[src/rtl/note_sequencer.sv]
// Multi-slot note step recorder/player: IDLE/REC/PLAY FSM, SLOTS x DEPTH note store, TICK_CYCLES per step.
// Registered note_out/step outputs; start is accepted only while idle, and stop aborts a run on the next cycle.
module note_sequencer #(
  parameter int DEPTH       = 8,
  parameter int SLOTS       = 3,
  parameter int NOTE_W      = 4,
  parameter int TICK_CYCLES = 25_000_000,
  localparam int SW         = (SLOTS > 1) ? $clog2(SLOTS) : 1,
  localparam int AW         = $clog2(DEPTH)
) (
  input  logic              clock,
  input  logic              reset,
  input  logic [NOTE_W-1:0] note_in,
  input  logic [SW-1:0]     slot_sel,
  input  logic              mode_rec,
  input  logic              loop_en,
  input  logic              start,
  input  logic              stop,
  output logic [NOTE_W-1:0] note_out,
  output logic              busy,
  output logic              step_pulse,
  output logic [AW-1:0]     step_idx,
  output logic              done,
  input  logic [SW-1:0]     disp_slot,
  input  logic [AW-1:0]     disp_addr,
  output logic [NOTE_W-1:0] disp_note
);

  localparam int CW = $clog2(TICK_CYCLES);
  localparam logic [CW-1:0] TICK_LAST = CW'(TICK_CYCLES - 1);
  localparam logic [AW-1:0] LAST_STEP = AW'(DEPTH - 1);

  typedef enum logic [1:0] {S_IDLE, S_REC, S_PLAY} state_t;

  state_t            state_q, state_d;
  logic [SW-1:0]     slot_q, slot_d;
  logic [AW-1:0]     step_q, step_d;
  logic [CW-1:0]     cnt_q, cnt_d;
  logic              pulse_q, pulse_d;
  logic              done_q, done_d;
  logic [NOTE_W-1:0] note_q, note_d;
  logic              wr_en;
  logic              slot_ok;

  logic [NOTE_W-1:0] mem_q [SLOTS][DEPTH];

  assign slot_ok = 32'(slot_sel) < SLOTS;

  always_comb begin
    state_d = state_q;
    slot_d  = slot_q;
    step_d  = step_q;
    cnt_d   = cnt_q;
    pulse_d = 1'b0;
    done_d  = 1'b0;
    wr_en   = 1'b0;
    note_d  = '0;

    case (state_q)
      S_IDLE: begin
        step_d = '0;
        cnt_d  = '0;
        // stop in the same cycle as start suppresses the launch
        if (start && !stop && slot_ok) begin
          state_d = mode_rec ? S_REC : S_PLAY;
          slot_d  = slot_sel;
          cnt_d   = TICK_LAST;
          pulse_d = 1'b1;
        end
      end
      default: begin
        if (stop) begin
          state_d = S_IDLE;
          step_d  = '0;
          cnt_d   = '0;
        end else if (cnt_q != '0) begin
          cnt_d = cnt_q - CW'(1);
        end else begin
          wr_en = (state_q == S_REC);
          if (step_q != LAST_STEP) begin
            step_d  = step_q + AW'(1);
            cnt_d   = TICK_LAST;
            pulse_d = 1'b1;
          end else if (state_q == S_PLAY && loop_en) begin
            step_d  = '0;
            cnt_d   = TICK_LAST;
            pulse_d = 1'b1;
          end else begin
            state_d = S_IDLE;
            step_d  = '0;
            cnt_d   = '0;
            done_d  = 1'b1;
          end
        end
      end
    endcase

    // Playback prefetches the upcoming step's note so it appears on the step's first cycle.
    case (state_d)
      S_REC:   note_d = note_in;
      S_PLAY:  note_d = mem_q[slot_d][step_d];
      default: note_d = '0;
    endcase
  end

  always_ff @(posedge clock) begin
    if (reset) begin
      state_q <= S_IDLE;
      slot_q  <= '0;
      step_q  <= '0;
      cnt_q   <= '0;
      pulse_q <= 1'b0;
      done_q  <= 1'b0;
      note_q  <= '0;
      for (int s = 0; s < SLOTS; s++) begin
        for (int a = 0; a < DEPTH; a++) begin
          mem_q[s][a] <= '0;
        end
      end
    end else begin
      state_q <= state_d;
      slot_q  <= slot_d;
      step_q  <= step_d;
      cnt_q   <= cnt_d;
      pulse_q <= pulse_d;
      done_q  <= done_d;
      note_q  <= note_d;
      if (wr_en) begin
        mem_q[slot_q][step_q] <= note_in;
      end
    end
  end

  always_comb begin
    disp_note = '0;
    if (32'(disp_slot) < SLOTS) begin
      disp_note = mem_q[disp_slot][disp_addr];
    end
  end

  assign note_out   = note_q;
  assign busy       = (state_q != S_IDLE);
  assign step_pulse = pulse_q;
  assign step_idx   = step_q;
  assign done       = done_q;

endmodule

[config.mk]
export PLATFORM = sky130hd
export DESIGN_NAME = note_sequencer
export DESIGN_NICKNAME = d
export VERILOG_FILES = /design/src/rtl/note_sequencer.sv
export SDC_FILE = /design/constraint.sdc
export NUM_CORES = 1
export LEC_CHECK = 0
export ABC_AREA = 1
export ABC_CLOCK_PERIOD_IN_PS = 5020
export CORE_MARGIN = 3
export CORE_UTILIZATION = 55
export DETAILED_ROUTE_END_ITERATION = 10
export PLACE_DENSITY = 0.81
export REMOVE_ABC_BUFFERS = 1
export SYNTH_ARGS = -nofsm -noshare
export SYNTH_HDL_FRONTEND = slang
export SYNTH_SLANG_ARGS = --single-unit
[constraint.sdc]
create_clock -name clock -period 5.02 [get_ports clock]
set_input_delay 1.506 -clock clock [delete_from_list [all_inputs] [get_ports clock]]
set_output_delay 1.506 -clock clock [all_outputs]
set_load 0.01 [all_outputs]
==> out/metrics.yaml, run 1 <==
place:
  dpl-instance-area_um2: 9800
  place_hpwl_um: 18100
  dpl.cell_count: 1399
  port_buffers: 30
  place_congestion: 0.940
route:
  drt_iter0_drc: 1289
  wl_per_cell_um: 18.7
  remaining_drc_errors: 0
  wirelength_um: 26700
  viasPerCell: 5.99
  first_pass_iters: 6
  ant_nets: 0
  vias: 8568
cts:
  numCtsBuffers: 17
  path_clk_slew_ns: 0.06
  root_buffer: "clkbuf_16"
  clk_latency_ns: 0.44
  tritoncts: "yes"
  cts_hold_buf: 0
  numClockSinks: 166
  cts_max_level: 4
  cts_buffer_depth: 2
  post-cts-setup-buffers: 0
  post_cts_resized: 5
hold_path:
  worstHoldPathType: "reg -> reg"
  hold_start: "cnt_q[23]$_SDFF_PP0_"
run_status:
  status: "completed"
critical_path:
  cp_slowest_stage_delay_ns: 0.55
  r2r_slack_ns: 1.53
  crit_start: "disp_slot[1]"
  cp_max_fo: 29
  crit_chain: "clkdlybuf4s50_1 -> inv_1 -> buf_12 -> a21oi_1 -> o21ai_0 -> nand3_1 -> o211ai_1 -> nand3_1 -> nand2_1 -> a31oi_1 -> dlygate4sd2_1"
  worst_setup_path_end_kind: "output port"
  required_ns: 3.51
  critPathTopFamily: "buffers and inverters"
  crit_top_cell: "nand3_1"
  crit_type: "in -> out"
  crit_path_start_kind: "input port"
  critPathBufInv: 4
  regToRegStartpoint: "cnt_q[18]$_SDFF_PP0_"
  worst_path_max_delay_cell: "clkdlybuf4s50_1"
  cp.arrival_ns: 3.36
run:
  cap_violations: 0
cells_and_area:
  diodes: 0
  fin_nets: 1225
  area_delta_synth_final_pct: 12.9
  drive_above_1_share_pct: 6.67
  stdcell_area_um2: 10400
  finalNonFillerCells: 1431
logic_synthesis:
  synth_edf_count: 128
  synth_top_area_share_pct: 41.8
  ys_async_sr_fraction_pct: 0
  synthMuxAreaShare_pct: 0
  synth-adder-area-share_pct: 0.817
  synth-compound-area-share_pct: 12.0
  ys_seq_area_share_pct: 50.1
  netlist_top_cells_count: "278 x nand2_1, 170 x nor2_1, 128 x edfxtp_1, 127 x inv_1, 125 x nand3_1"
  syn_inst: 1184
  ys_ff_latch: 166
  synth_top_family_by_area: "simple AND/OR/NAND/NOR gates"
  synth_ff_type: "edfxtp_1"
  ys_types: 37
  ys.warnings.count: 0
  synth.area.top_cells: "edfxtp_1 42%, nand2_1 11%, dfxtp_1 8.3%, nor2_1 6.9%, nand3_1 6.8%"
  synthSimpleGateAreaFrac_pct: 27.7
  synth_top_area_cell: "edfxtp_1"
  synthMostInstantiatedCell: "nand2_1"
  synth_xor_area_share_pct: 1.14
  netlist_area_um2: 9190
  syn_area_per_cell_um2: 7.76
sta:
  period_share_pct: 97.0
  slew_viol_final: 0
  grt_setup_unrepaired: "no"
  skew_ns: 0.00987
  maxSlewHeadroom_pct: 45.1
  finalHoldViolCount: 0
  fmax_mhz: 205
  worst_slew_pin_slew_ns: 0.822
  final-setup-viol-count: 0
  min_period_ns: 4.87
floorplan:
  core_um2: 16100
  start_util_pct: 57.0
  dieHeight_um: 135
  rows: 46
  die_w_um: 135
  dieArea_um2: 18300
  ioPinCount: 31
power:
  vdd_drop_max_mv: 0.261
  cellLeakagePower_nw: 4.37
  power_per_cell_area_nw_per_um2: 319
global_route:
  antenna_found_initial: 1
  grt_overflow: 0
  grt_max_degree: 57
  track_usage_pct: 29.9
  grt_pass1_vias: 8011
  grt_pass1_wl_um: 42100
-- kinds of logic (layout without fill, tap and decap cells) --
family | after synthesis | count (layout)
simple gates | 606 | 606
compound gates | 202 | 202
buf+inv | 192 | 223
flops | 166 | 166
xor+xnor | 12 | 12
fa+ha+maj | 6 | 6
-- state kept, by name, indices dropped and copies added, names as in the netlist --
name        count
step_pulse      1
mem_q         128
cnt_q          25
state_q         2
done            1
slot_q          2
step_idx        3
note_out        4
-- per-layer routing --
layer | vias up | wire length, um | global-route usage (%)
met5 | - | 13 | 0
met2 | 577 | 12100 | 46.3
met3 | 112 | 2900 | 7.02
met1 | 3909 | 10400 | 39.7
li1 | 3968 | - | -
met4 | 2 | 1240 | 14.4
-- cells in the final DEF (no fill, tap or decap), types with 7 or more instances in the layout --
| master | instances |
|---|---|
| o211ai_1 | 20 |
| dfxtp_1 | 38 |
| clkbuf_16 | 19 |
| o22ai_1 | 16 |
| o21ai_0 | 88 |
| nand2_1 | 277 |
| clkdlybuf4s50_1 | 25 |
| buf_12 | 7 |
| nor2_1 | 170 |
| edfxtp_1 | 128 |
| nand3_1 | 125 |
| buf_4 | 18 |
| inv_1 | 128 |
| a21oi_1 | 66 |
-- cell type report --
type / count / area, um2
Sequential cell: 166 / 4600
Tap cell: 216 / 270
Multi-Input combinational cell: 826 / 3840
Clock inverter: 9 / 62.6
Fill cell: 1311 / 5740
Inverter: 135 / 507
Timing Repair Buffer: 56 / 578
Clock buffer: 23 / 510
-- worst register-to-register path: stages, from the launching register on --
cell      delay, ns
dfxtp_1        0.33
nor2_1         0.16
nand2_1        0.12
nor2_2         0.25
nand3_2        0.31
inv_1          0.49
nand2_2        0.26
clkinv_1       0.18
nand3_1        0.44
nor2_1         0.59
-- stage by stage --
stage	worst slack [ns]	util [%]	hold WS [ns]	setup TNS, ns	total power (W)
2_1_floorplan	0.850	-	0.464	0	0.00187
3_3_place_gp	-0.0930	60.8	0.479	-0.310	0.00204
3_5_place_dp	-0.160	60.8	0.485	-0.499	0.00205
4_1_cts	0.155	64.4	0.499	0	0.00329
5_1_grt	0.00146	64.4	0.527	0	0.00343
6_report	0.149	64.4	0.495	0	0.00331
-- final timing paths --
kind	cells after the start	end
min reg2reg	1	cnt_q[23]$_SDFF_PP0_
max	11	disp_note[0]
max reg2reg	9	mem_q[3][10]$_DFFE_PP_
min	1	cnt_q[23]$_SDFF_PP0_
-- where the power goes --
part / total [W] / internal (W) / switching, W
logic: 0.000504 / 0.000170 / 0.000334
clock network: 0.00127 / 0.000721 / 0.000548
registers: 0.00154 / 0.00151 / 0.0000277
Note: power is estimated with default switching activity, not from simulation.
==> run 2: changes to the inputs <==
--- a/config.mk
+++ b/config.mk
@@ -12,6 +12,7 @@
 export DETAILED_ROUTE_END_ITERATION = 10
 export PLACE_DENSITY = 0.81
 export REMOVE_ABC_BUFFERS = 1
+export SETUP_SLACK_MARGIN = 0.2
 export SYNTH_ARGS = -nofsm -noshare
 export SYNTH_HDL_FRONTEND = slang
 export SYNTH_SLANG_ARGS = --single-unit
==> out/metrics.yaml, run 2 (same netlist as run 1, synthesis figures left out) <==
place:
  post-place-ws_ns: -0.160
  dpl-instance-area_um2: 9800
  place_congestion: 0.940
  place_hpwl_um: 18100
  port_buffers: 30
sta:
  min_period_ns: 4.66
  fmax_mhz: 214
  slew_viol_final: 0
  worst_slew_pin_slew_ns: 0.835
  fin_ws_ns: 0.355
  maxSlewHeadroom_pct: 44.3
  finalHoldViolCount: 0
  skew_ns: 0.00980
  final-setup-viol-count: 0
  period_share_pct: 92.9
  grt_setup_unrepaired: "no"
cells_and_area:
  area_delta_synth_final_pct: 12.9
  seq_area_um2: 4600
  regMostFlops: "mem_q"
  drive_above_1_share_pct: 6.83
  final_common_cell: "nand2_1"
  diodes: 0
  stdcell_area_um2: 10400
  fillCellCount: 1310
  fin_nets: 1225
  mostFrequentLayoutCells: "277 x nand2_1, 170 x nor2_1, 128 x inv_1, 128 x edfxtp_1, 125 x nand3_1"
  multi_input_area_um2: 3840
  largest_register_ffs: 128
  final_util_pct: 64.4
cts:
  path_clk_slew_ns: 0.06
  cts_buffer_depth: 2
  tritoncts: "yes"
  numClockSinks: 166
  post-cts-setup-buffers: 0
  cts_hold_buf: 0
  numCtsBuffers: 17
  cts_max_level: 4
  root_buffer: "clkbuf_16"
  post_cts_resized: 10
  clk_latency_ns: 0.43
floorplan:
  dieHeight_um: 135
  die_w_um: 135
  start_util_pct: 57.0
  core_um2: 16100
  rows: 46
  dieArea_um2: 18300
  ioPinCount: 31
critical_path:
  worst_setup_path_end_kind: "output port"
  required_ns: 3.51
  cp_slowest_stage_delay_ns: 0.61
  critPathBufInv: 3
  crit_top_cell: "nand3_1"
  crit_chain: "clkdlybuf4s50_1 -> inv_1 -> nand3_1 -> o211ai_1 -> nand3_1 -> nand2_1 -> a31oi_1 -> dlygate4sd2_1"
  cp.arrival_ns: 3.16
  worst_path_max_delay_cell: "clkdlybuf4s50_1"
  cp_max_fo: 6
  critPathTopFamily: "buffers and inverters"
  crit_path_start_kind: "input port"
  crit_type: "in -> out"
route:
  ant_nets: 0
  wirelength_um: 26700
  wl_per_cell_um: 18.7
  viasPerCell: 6.00
  drt_iter0_drc: 1289
  first_pass_iters: 6
  vias: 8584
  remaining_drc_errors: 0
run_status:
  status: "completed"
global_route:
  grt_overflow: 0
  grt_max_degree: 57
  grt_pass1_wl_um: 42100
  track_usage_pct: 29.9
  antenna_found_initial: 1
  grt_pass1_vias: 8011
hold_path:
  worstHoldPathType: "reg -> reg"
power:
  cellLeakagePower_nw: 4.37
  power_per_cell_area_nw_per_um2: 319
  vdd_drop_max_mv: 0.259
run:
  cap_violations: 0
[run 2: metrics by stage]
step	setup TNS (ns)	power, W	hold slack [ns]	instances
4_1_cts	0	0.00329	0.499	1431
3_3_place_gp	-0.310	0.00204	0.479	1399
6_report	0	0.00331	0.496	1431
2_1_floorplan	0	0.00187	0.464	1127
5_1_grt	0	0.00343	0.527	1431
3_5_place_dp	-0.499	0.00205	0.485	1399
[run 2: routing by layer]
layer | track usage [%] | share of wire, %
met5 | 0 | 0.049
met4 | 14.4 | 4.9
met3 | 7.02 | 11
met2 | 46.3 | 45
met1 | 39.7 | 39
[run 2: worst paths after layout]
kind / from / to / slack [ns] / depth (start not counted)
hold / removal: cnt_q[23]$_SDFF_PP0_ / cnt_q[23]$_SDFF_PP0_ / 0.50 / 1
setup reg to reg: cnt_q[18]$_SDFF_PP0_ / mem_q[3][7]$_DFFE_PP_ / 1.56 / 9
hold reg to reg: cnt_q[23]$_SDFF_PP0_ / cnt_q[23]$_SDFF_PP0_ / 0.50 / 1
setup / recovery: disp_addr[0] / disp_note[2] / 0.36 / 8
[run 2: area by class of cell]
| type | instances | share of cell area (%) |
|---|---|---|
| clock inverters | 9 | 0.603 |
| flip-flops and latches | 166 | 44.4 |
| inverters | 135 | 4.88 |
| repair buffers | 56 | 5.59 |
| well taps | 216 | 2.60 |
| clock buffers | 23 | 4.92 |
| multi-input cells | 826 | 37.0 |
[run 2: power by group]
part           switching (W)  total (W)  internal, W
clock network       0.000550    0.00127     0.000721
logic               0.000335   0.000505     0.000170
registers          0.0000277    0.00154      0.00151
total               0.000913    0.00331      0.00240
